$ cat src/rtl/prime_pkg.sv
// rtl/prime_pkg.sv - shared types and constants for the prime range scanner
//
// Contents:
//   DEFAULT_WIDTH  default operand width
//   FIRST_DIVISOR  first trial divisor applied to every candidate
//   state_t        controller state encoding
package prime_pkg;

   localparam int DEFAULT_WIDTH = 8;
   localparam int FIRST_DIVISOR = 2;

   typedef enum logic [2:0] {
      ST_IDLE,
      ST_LOAD,
      ST_TEST,
      ST_EMIT,
      ST_NEXT,
      ST_DONE
   } state_t;

endpackage

$ cat src/rtl/prime_scan_ctrl_if.sv
// rtl/prime_scan_ctrl_if.sv - command, status and result stream bundle of the prime scanner
//
// Signals:
//   start, range_lo, range_hi  scan request (master -> slave)
//   busy, done, prime_count    scan status (slave -> master)
//   out_valid, out_number      prime result stream (slave -> master)
//   out_ready                  result back-pressure (master -> slave)
// Modports: master = requester/consumer, slave = scan controller.
interface prime_scan_ctrl_if #(
   parameter int WIDTH = prime_pkg::DEFAULT_WIDTH
);

   logic             start;
   logic [WIDTH-1:0] range_lo;
   logic [WIDTH-1:0] range_hi;
   logic             busy;
   logic             out_valid;
   logic             out_ready;
   logic [WIDTH-1:0] out_number;
   logic             done;
   logic [WIDTH-1:0] prime_count;

   modport master (
      output start, range_lo, range_hi, out_ready,
      input  busy, out_valid, out_number, done, prime_count
   );

   modport slave (
      input  start, range_lo, range_hi, out_ready,
      output busy, out_valid, out_number, done, prime_count
   );

endinterface

$ cat src/rtl/prime_trial_step.sv
// rtl/prime_trial_step.sv - one trial-division step on candidate n with divisor d
//
// Ports:
//   n_i             candidate (WIDTH bits)
//   d_i             current divisor (WIDTH+1 bits, always >= 2)
//   is_composite_o  n < 2, or d divides n before d*d exceeds n
//   is_prime_o      n >= 2 and d*d > n (no smaller divisor was found)
// Neither output set means: try the next divisor.
module prime_trial_step #(
   parameter int WIDTH = prime_pkg::DEFAULT_WIDTH
) (
   input  logic [WIDTH-1:0] n_i,
   input  logic [WIDTH:0]   d_i,
   output logic             is_composite_o,
   output logic             is_prime_o
);

   logic [2*WIDTH-1:0] d_ext;
   logic [2*WIDTH-1:0] d_sq;
   logic [2*WIDTH-1:0] n_ext;
   logic [WIDTH:0]     rem;
   logic               below_two;
   logic               sq_exceeds;

   // Square at double width so a large divisor can never wrap into a false "d*d <= n".
   assign d_ext      = {{(WIDTH-1){1'b0}}, d_i};
   assign d_sq       = d_ext * d_ext;
   assign n_ext      = {{WIDTH{1'b0}}, n_i};
   assign rem        = {1'b0, n_i} % d_i;
   assign below_two  = (n_i < WIDTH'(2));
   assign sq_exceeds = (d_sq > n_ext);

   // Priority: n < 2, then d*d > n, then divisibility.
   assign is_composite_o = below_two || (!sq_exceeds && (rem == '0));
   assign is_prime_o     = !below_two && sq_exceeds;

endmodule

$ cat src/rtl/prime_scan_ctrl.sv
// rtl/prime_scan_ctrl.sv - sweeps [range_lo, range_hi] and streams every prime found
//
// Ports:
//   clock   rising-edge clock
//   reset   asynchronous, active-high reset
//   bus     prime_scan_ctrl_if.slave: start/range_lo/range_hi request, busy/done
//           status, out_valid/out_ready/out_number result stream, prime_count
// Build option: PRIME_SCAN_COUNT_EN builds a saturating prime counter behind
// prime_count; without it prime_count is tied to zero.
module prime_scan_ctrl
   import prime_pkg::*;
#(
   parameter int WIDTH = DEFAULT_WIDTH
) (
   input  logic              clock,
   input  logic              reset,
   prime_scan_ctrl_if.slave  bus
);

   state_t           state_q, state_d;
   logic [WIDTH-1:0] lo_q, lo_d;
   logic [WIDTH-1:0] hi_q, hi_d;
   logic [WIDTH-1:0] n_q, n_d;
   logic [WIDTH:0]   d_q, d_d;
   logic             is_composite;
   logic             is_prime;

`ifdef PRIME_SCAN_COUNT_EN
   logic [WIDTH-1:0] count_q, count_d;
`endif

   prime_trial_step #(.WIDTH(WIDTH)) u_step (
      .n_i            (n_q),
      .d_i            (d_q),
      .is_composite_o (is_composite),
      .is_prime_o     (is_prime)
   );

   always_ff @(posedge clock or posedge reset) begin
      if (reset) begin
         state_q <= ST_IDLE;
         lo_q    <= '0;
         hi_q    <= '0;
         n_q     <= '0;
         d_q     <= (WIDTH+1)'(FIRST_DIVISOR);
`ifdef PRIME_SCAN_COUNT_EN
         count_q <= '0;
`endif
      end else begin
         state_q <= state_d;
         lo_q    <= lo_d;
         hi_q    <= hi_d;
         n_q     <= n_d;
         d_q     <= d_d;
`ifdef PRIME_SCAN_COUNT_EN
         count_q <= count_d;
`endif
      end
   end

   always_comb begin
      state_d = state_q;
      lo_d    = lo_q;
      hi_d    = hi_q;
      n_d     = n_q;
      d_d     = d_q;
`ifdef PRIME_SCAN_COUNT_EN
      count_d = count_q;
`endif
      unique case (state_q)
         ST_IDLE: begin
            if (bus.start) begin
               lo_d    = bus.range_lo;
               hi_d    = bus.range_hi;
`ifdef PRIME_SCAN_COUNT_EN
               count_d = '0;
`endif
               state_d = ST_LOAD;
            end
         end
         ST_LOAD: begin
            if (lo_q > hi_q) begin
               state_d = ST_DONE;
            end else begin
               n_d     = lo_q;
               d_d     = (WIDTH+1)'(FIRST_DIVISOR);
               state_d = ST_TEST;
            end
         end
         ST_TEST: begin
            if (is_composite) begin
               state_d = ST_NEXT;
            end else if (is_prime) begin
               state_d = ST_EMIT;
            end else begin
               d_d = d_q + (WIDTH+1)'(1);
            end
         end
         ST_EMIT: begin
            if (bus.out_ready) begin
`ifdef PRIME_SCAN_COUNT_EN
               if (count_q != '1) begin
                  count_d = count_q + WIDTH'(1);
               end
`endif
               state_d = ST_NEXT;
            end
         end
         ST_NEXT: begin
            // Compare before incrementing so hi = all-ones ends the scan instead of wrapping.
            if (n_q == hi_q) begin
               state_d = ST_DONE;
            end else begin
               n_d     = n_q + WIDTH'(1);
               d_d     = (WIDTH+1)'(FIRST_DIVISOR);
               state_d = ST_TEST;
            end
         end
         ST_DONE: begin
            state_d = ST_IDLE;
         end
         default: begin
            state_d = ST_IDLE;
         end
      endcase
   end

   // All outputs decode from registered state only; out_valid never looks at out_ready.
   assign bus.busy       = (state_q != ST_IDLE);
   assign bus.out_valid  = (state_q == ST_EMIT);
   assign bus.out_number = (state_q == ST_EMIT) ? n_q : '0;
   assign bus.done       = (state_q == ST_DONE);

`ifdef PRIME_SCAN_COUNT_EN
   assign bus.prime_count = count_q;
`else
   assign bus.prime_count = '0;
`endif

endmodule
$ cat src/flat_wrapper.sv
// flat-port wrapper written by rule: the top's interface ports become plain ports
module prime_scan_ctrl_flat import prime_pkg::*;
#(
   parameter int WIDTH = DEFAULT_WIDTH
)
  (clock, reset, bus_start, bus_range_lo, bus_range_hi, bus_out_ready, bus_busy, bus_out_valid, bus_out_number, bus_done, bus_prime_count);
  prime_scan_ctrl_if #(.WIDTH(WIDTH)) bus_i ();
  input  logic clock;
  input  logic reset;
  input wire logic [$bits(bus_i.start)-1:0] bus_start;
  input wire logic [$bits(bus_i.range_lo)-1:0] bus_range_lo;
  input wire logic [$bits(bus_i.range_hi)-1:0] bus_range_hi;
  input wire logic [$bits(bus_i.out_ready)-1:0] bus_out_ready;
  output wire logic [$bits(bus_i.busy)-1:0] bus_busy;
  output wire logic [$bits(bus_i.out_valid)-1:0] bus_out_valid;
  output wire logic [$bits(bus_i.out_number)-1:0] bus_out_number;
  output wire logic [$bits(bus_i.done)-1:0] bus_done;
  output wire logic [$bits(bus_i.prime_count)-1:0] bus_prime_count;
  assign bus_i.start = bus_start;
  assign bus_i.range_lo = bus_range_lo;
  assign bus_i.range_hi = bus_range_hi;
  assign bus_i.out_ready = bus_out_ready;
  assign bus_busy = bus_i.busy;
  assign bus_out_valid = bus_i.out_valid;
  assign bus_out_number = bus_i.out_number;
  assign bus_done = bus_i.done;
  assign bus_prime_count = bus_i.prime_count;
  prime_scan_ctrl #(.WIDTH(WIDTH)) u_core (.clock(clock), .reset(reset), .bus(bus_i));
endmodule
$ cat config.mk
export PLATFORM = sky130hd
export DESIGN_NAME = prime_scan_ctrl_flat
export DESIGN_NICKNAME = d
export VERILOG_FILES = /design/src/rtl/prime_pkg.sv /design/src/rtl/prime_scan_ctrl_if.sv /design/src/rtl/prime_trial_step.sv /design/src/rtl/prime_scan_ctrl.sv /design/src/flat_wrapper.sv
export SDC_FILE = /design/constraint.sdc
export NUM_CORES = 1
export LEC_CHECK = 0
export ABC_AREA = 1
export BUFFER_PORTS_ARGS = -buffer_cell sky130_fd_sc_hd__clkbuf_2
export CORE_MARGIN = 2
export CORE_UTILIZATION = 45
export CTS_CLUSTER_DIAMETER = 80
export DETAILED_ROUTE_END_ITERATION = 8
export SYNTH_ARGS = -nofsm -noshare
export SYNTH_HDL_FRONTEND = slang
export SYNTH_SLANG_ARGS = --single-unit
$ cat constraint.sdc
create_clock -name clock -period 23.8 [get_ports clock]
set_clock_uncertainty 0.2 [all_clocks]
set_input_delay 2.38 -clock clock [delete_from_list [all_inputs] [get_ports clock]]
set_output_delay 2.38 -clock clock [all_outputs]
set_load 0.05 [all_outputs]
Word level (Yosys, flattened, before mapping)
Index checks and enable logic that the tools add are counted.
Widths: inputs -> output; s select.
{"block": "op_classes", "bitwise_logic": 0, "n_mul": 1, "n_eq_ne": 13, "n_shift": 0, "n_div": 1, "addsub": 2, "reduce_logical": 14, "n_lt_le_gt_ge": 3, "n_mux": 16}
{"cell": "$mux 9", "count": 4}
{"cell": "$pmux 9 s3", "count": 1}
{"cell": "$mux 8", "count": 3}
{"cell": "$mux 3", "count": 6}
{"cell": "$gt 16x8->1", "count": 1}
{"cell": "$mul 9x9->16", "count": 1}
{"cell": "$pmux 8 s2", "count": 1}
{"cell": "$pmux 3 s5", "count": 1}
{"cell": "$ne 2x2->1 const B", "count": 6}
{"cell": "$add 9x1->9 const B", "count": 1}
{"cell": "$logic_not 9->1", "count": 1}
{"cell": "$mod 8x9->9", "count": 1}
{"cell": "$add 8x1->8 const B", "count": 1}
{"cell": "$eq 8x8->1", "count": 1}
{"cell": "$gt 8x8->1", "count": 1}
{"cell": "$lt 8x2->1 const B", "count": 1}
{"cell": "$eq 3x2->1 const B", "count": 2}
{"cell": "$eq 3x3->1 const B", "count": 2}
{"cell": "$reduce_and 3->1", "count": 2}
{"cell": "$reduce_bool 3->1", "count": 2}
{"cell": "$reduce_and 5->1", "count": 1}
{"cell": "$eq 3x1->1 const B", "count": 1}
{"cell": "$logic_not 3->1", "count": 1}
{"cell": "$ne 3x1->1 const B", "count": 1}
{"cell": "5 further kinds", "count": 7}
{"block": "totals", "ram_bits": 0, "word_cells": 55, "reg_bits": 36, "input_bits": 20, "out_inout_bits": 19, "n_memories": 0, "rom_bits": 0, "latchBits": 0}

Depth between registers and ports, before layout
{"block": "logic_depth", "ltp_word": 7, "ltp_mapped": 91}

Modules after synthesis
A second synthesis with hierarchy kept.
{"block": "hier_totals", "cells_unflattened": 1099, "area_unflattened_um2": 7340.8}
{"module": "prime_trial_step", "cells_per_inst": 790, "n_inst": 1, "seq_area_each_um2": 0.0, "area_per_inst_um2": 4850.9}
{"module": "prime_scan_ctrl", "cells_per_inst": 309, "n_inst": 1, "seq_area_each_um2": 902.1, "area_per_inst_um2": 2489.9}

Worst setup path before layout
No wires, ideal clock.
{"block": "synth_timing", "kind": "register -> register", "startpoint": "register u_core.d_q[0]", "endpoint": "register u_core.d_q[2]", "setup_time_ns": 0.067, "stages_incl_launch_ff": 90, "slack_ns": 13.430, "required_time_ns": 23.533, "path_buffers": 1, "arrival_ns": 10.103, "period_less_slack_ns": 10.370, "cell_sequence": "dfrtp_1 buf_2 inv_1 ha_1 nand4_1 nor4_1 ha_1 nand2_1 nor2_1 nand3_2 nand2_2 inv_1 nand2_1 o21ai_0 ha_1 nand2_1 nor2_1 nand3_2 [... 54 more ...] nand2_1 inv_1 ha_1 inv_1 nor3_1 nand2_1 o311ai_0 xor2_1 nand2_1 o21ai_0 nand3_1 nor2_2 nand2_2 nand2_2 nand2_4 nand2_8 nand2_2 nand2_1"}
{"block": "synth_via", "elab_chain_cells": 7, "elab_cells_between_ends": 15, "classes_between": "1 x add/sub; 1 x mul; 1 x div; 1 x order compare; 2 x eq/ne; 3 x mux; 6 x reduce/logical"}
{"element": "start: declaration", "line": "prime_scan_ctrl.sv:24", "text": "logic [WIDTH:0] d_q, d_d;"}
{"element": "start signal: assignment", "line": "prime_scan_ctrl.sv:45", "text": "d_q <= (WIDTH+1)'(FIRST_DIVISOR);"}
{"element": "parallel branches: the longest is 7 deep, another holds $mod 8x9->9"}
Parallel ways; which one is timed is not known. The select of a mux whose other input is x is not followed.
A chain may end at the register's enable or synchronous reset.

Final worst setup path
{"block": "layout_timing", "startpoint": "register u_core.d_q[0]", "endpoint": "register u_core.d_q[4]"}
Same word-level chain as after synthesis.

==> results.json <==
{
  "status": "completed",
  "ff2ff_path_depth": 88,
  "start_kind": "flip-flop",
  "grt_max_degree": 37,
  "clock-sinks": 36,
  "syn_avg_cell_area_um2": 6.87,
  "wl_per_cell_um": 14.3,
  "synth_compound_area_share_pct": 9.62,
  "synth_fa_ha_area_share_pct": 26.7,
  "h-tree-depth": 2,
  "die-area_mm2": 0.0167,
  "clock.fmax_mhz": 81.5,
  "cts_tree": "built",
  "synth_top_area_cell": "ha_1",
  "antenna_cells": 0,
  "ioPinCount": 39,
  "netlist_instances": 1030,
  "gr-usage-all-layers_pct": 22.5,
  "via_per_inst": 5.14,
  "final.setup.worst_slack_ps": 11540,
  "drive_gt1_share_pct": 10.8,
  "fin_crit_sh_pct": 51.5,
  "slowest_delay_ps": 600,
  "timing_hold_violations_final": 0,
  "initial_core_util_pct": 46.3,
  "hold_start": "u_core.lo_q[0]",
  "final_max_slew_viol_count": 0,
  "core_area_mm2": 0.0153,
  "io_buffers": 30,
  "grt_pass1_wl_um": 30100,
  "antenna_found_initial": 0,
  "yosys_warnings": 0,
  "setup_tns_ps": 0,
  "syn_area_mm2": 0.00707,
  "synth_top_area_share_pct": 16.8,
  "ant_nets": 0,
  "synth_top_family_by_area": "simple AND/OR/NAND/NOR gates",
  "worst-path-max-fanout": 17,
  "synthMuxAreaShare_pct": 0.955,
  "cpMostUsedCell": "nand2_1",
  "fillers": 1602,
  "routed_wirelength_um": 18000,
  "mostFrequentLayoutCell": "nand2_1",
  "synth.area.top_cells": "ha_1 17%, dfrtp_1 12%, nand2_1 12%, fa_1 9.9%, inv_1 9.0%",
  "path_class": "reg -> reg",
  "insertion_delay_ps": 280,
  "layout.nets": 1196,
  "crit_start": "u_core.d_q[0]",
  "cts_buffers": 5,
  "area_delta_synth_final_pct": 6.19,
  "worst_path_max_delay_cell": "dfrtp_1",
  "drt_iter0_drc": 319,
  "grt_pass1_vias": 6220,
  "r2r_slack_ps": 11540,
  "rr_endpoint": "u_core.d_q[4]",
  "hpwlAfterDp_um": 14600,
  "synth_xor_area_share_pct": 6.56,
  "register_area_um2": 902,
  "clockBufferDepth": 2,
  "cp-end-kind": "flip-flop",
  "yosys.area_share.simple_pct": 31.4,
  "die_y_um": 129,
  "crit_buf_inv": 12,
  "clockRootBuffer": "clkbuf_16",
  "drtPass1Iterations": 5,
  "cap_violations": 0,
  "vias": 6464,
  "cts_resized": 0,
  "arrival_ps": 12290,
  "gr-total-overflow": 0,
  "tightestPinTransition_ps": 829,
  "final_cell_mix": "230 x nand2_1, 169 x inv_1, 95 x ha_1",
  "finalSetupViolCount": 0,
  "postCtsSetupRepairBufs": 0,
  "pre_cts_ws_ps": 11610,
  "reg2reg_from": "u_core.d_q[0]",
  "layout_min_cycle_time_ps": 12260,
  "crit_family": "simple AND/OR/NAND/NOR gates",
  "synth_cell_types": 55,
  "worst_ep_required_time_ps": 23820,
  "min_delay_path_depth": 2,
  "drcViolationCount": 0,
  "gp_congestion": 0.928,
  "max-slew-margin-rel_pct": 44.6,
  "fp.dieW_um": 129,
  "rsz0062_at_grt": "false",
  "final_util_pct": 49.2,
  "hold_buffers": 0,
  "ys_seq_area_share_pct": 12.8,
  "worstHoldPathType": "reg -> reg",
  "rows": 45,
  "multiInputGateArea_mm2": 0.00535,
  "worstHoldEndpoint": "u_core.lo_q[0]",
  "synth_seq_cells": 36,
  "clk_pin_slew_ps": 60
}
synth_stat cells, drive strengths merged:
| master | number |
|---|---|
| nand2 | 252 |
| inv | 179 |
| ha | 95 |
| nor2 | 88 |
| nand3 | 85 |
| a21oi | 60 |
| o21ai | 36 |
| dfrtp | 35 |
| fa | 35 |
| xor2 | 33 |
| xnor2 | 20 |
| buf | 17 |
| nor3 | 16 |
| clkbuf | 12 |
| or2 | 12 |
| nand4 | 11 |
| o211ai | 10 |
| mux2 | 6 |
| and2 | 4 |
| nand3b | 4 |
| o21bai | 4 |
| a31oi | 3 |
| a211oi | 2 |
| a21o | 1 |
| a22oi | 1 |
| clkinv | 1 |
| conb | 1 |
| dfstp | 1 |
| nor3b | 1 |
| nor4 | 1 |
| o21a | 1 |
| o22ai | 1 |
| o311ai | 1 |
| o41ai | 1 |
cells by family after synthesis:
logic type	Yosys count
mux	6
compound gates	121
buf+inv	209
fa+ha+maj	130
simple gates	474
xor+xnor	53
other cells	1
flops	36
per-stage QoR:
| step | instance area (µm²) | cells | hold slack (ps) |
|---|---|---|---|
| detailed placement | 7360 | 1250 | 325 |
| finish | 7510 | 1258 | 337 |
| global placement | 7360 | 1250 | 322 |
| floorplan | 7100 | 1037 | 295 |
| global route | 7510 | 1258 | 372 |
| CTS | 7510 | 1258 | 337 |
final cells by class:
cell class / count / area share, %
Clock buffer: 7 / 1.90
Clock inverter: 1 / 0.100
Inverter: 180 / 9.13
Multi-Input combinational cell: 792 / 71.2
Sequential cell: 36 / 12.0
Tap cell: 211 / 3.52
Timing Repair Buffer: 31 / 2.10
worst max path at each step:
stage | to | slack (ps) | cells past startpoint
3_5_place_dp | u_core.d_q[4] | 11610 | 88
2_1_floorplan | u_core.d_q[2] | 13430 | 89
4_1_cts | u_core.d_q[4] | 11560 | 88
3_3_place_gp | u_core.d_q[0] | 11760 | 83
6_report | u_core.d_q[4] | 11540 | 88
5_1_grt | u_core.d_q[6] | 10140 | 88
worst reg2reg max path: cells and delay by family, from the launching register on:
family	cells	cell delay (ps)
AOI/OAI and AO/OA	8	1270
and+or+nand+nor	57	5870
buffers and inverters	12	1140
DFF	1	600
xor gates and xnor gates	2	360
adders and majority gates	9	2770
per-layer routing:
layer  GRT usage (%)  vias up  routed length [µm]
met5               0        -                   0
met4            4.22        0                 265
met3            2.02       23                 674
met2            38.5      142                8440
met1            31.2     2989                8640
li1                -     3310                   -
state kept, by name, summed over array words and instances (netlist names):
signal / count
u_core.d_q: 9
u_core.hi_q: 8
u_core.lo_q: 8
u_core.n_q: 8
u_core.state_q: 3
Power is not shown: default switching activity piles up to over one toggle a cycle in this logic, so the estimate is an artifact.
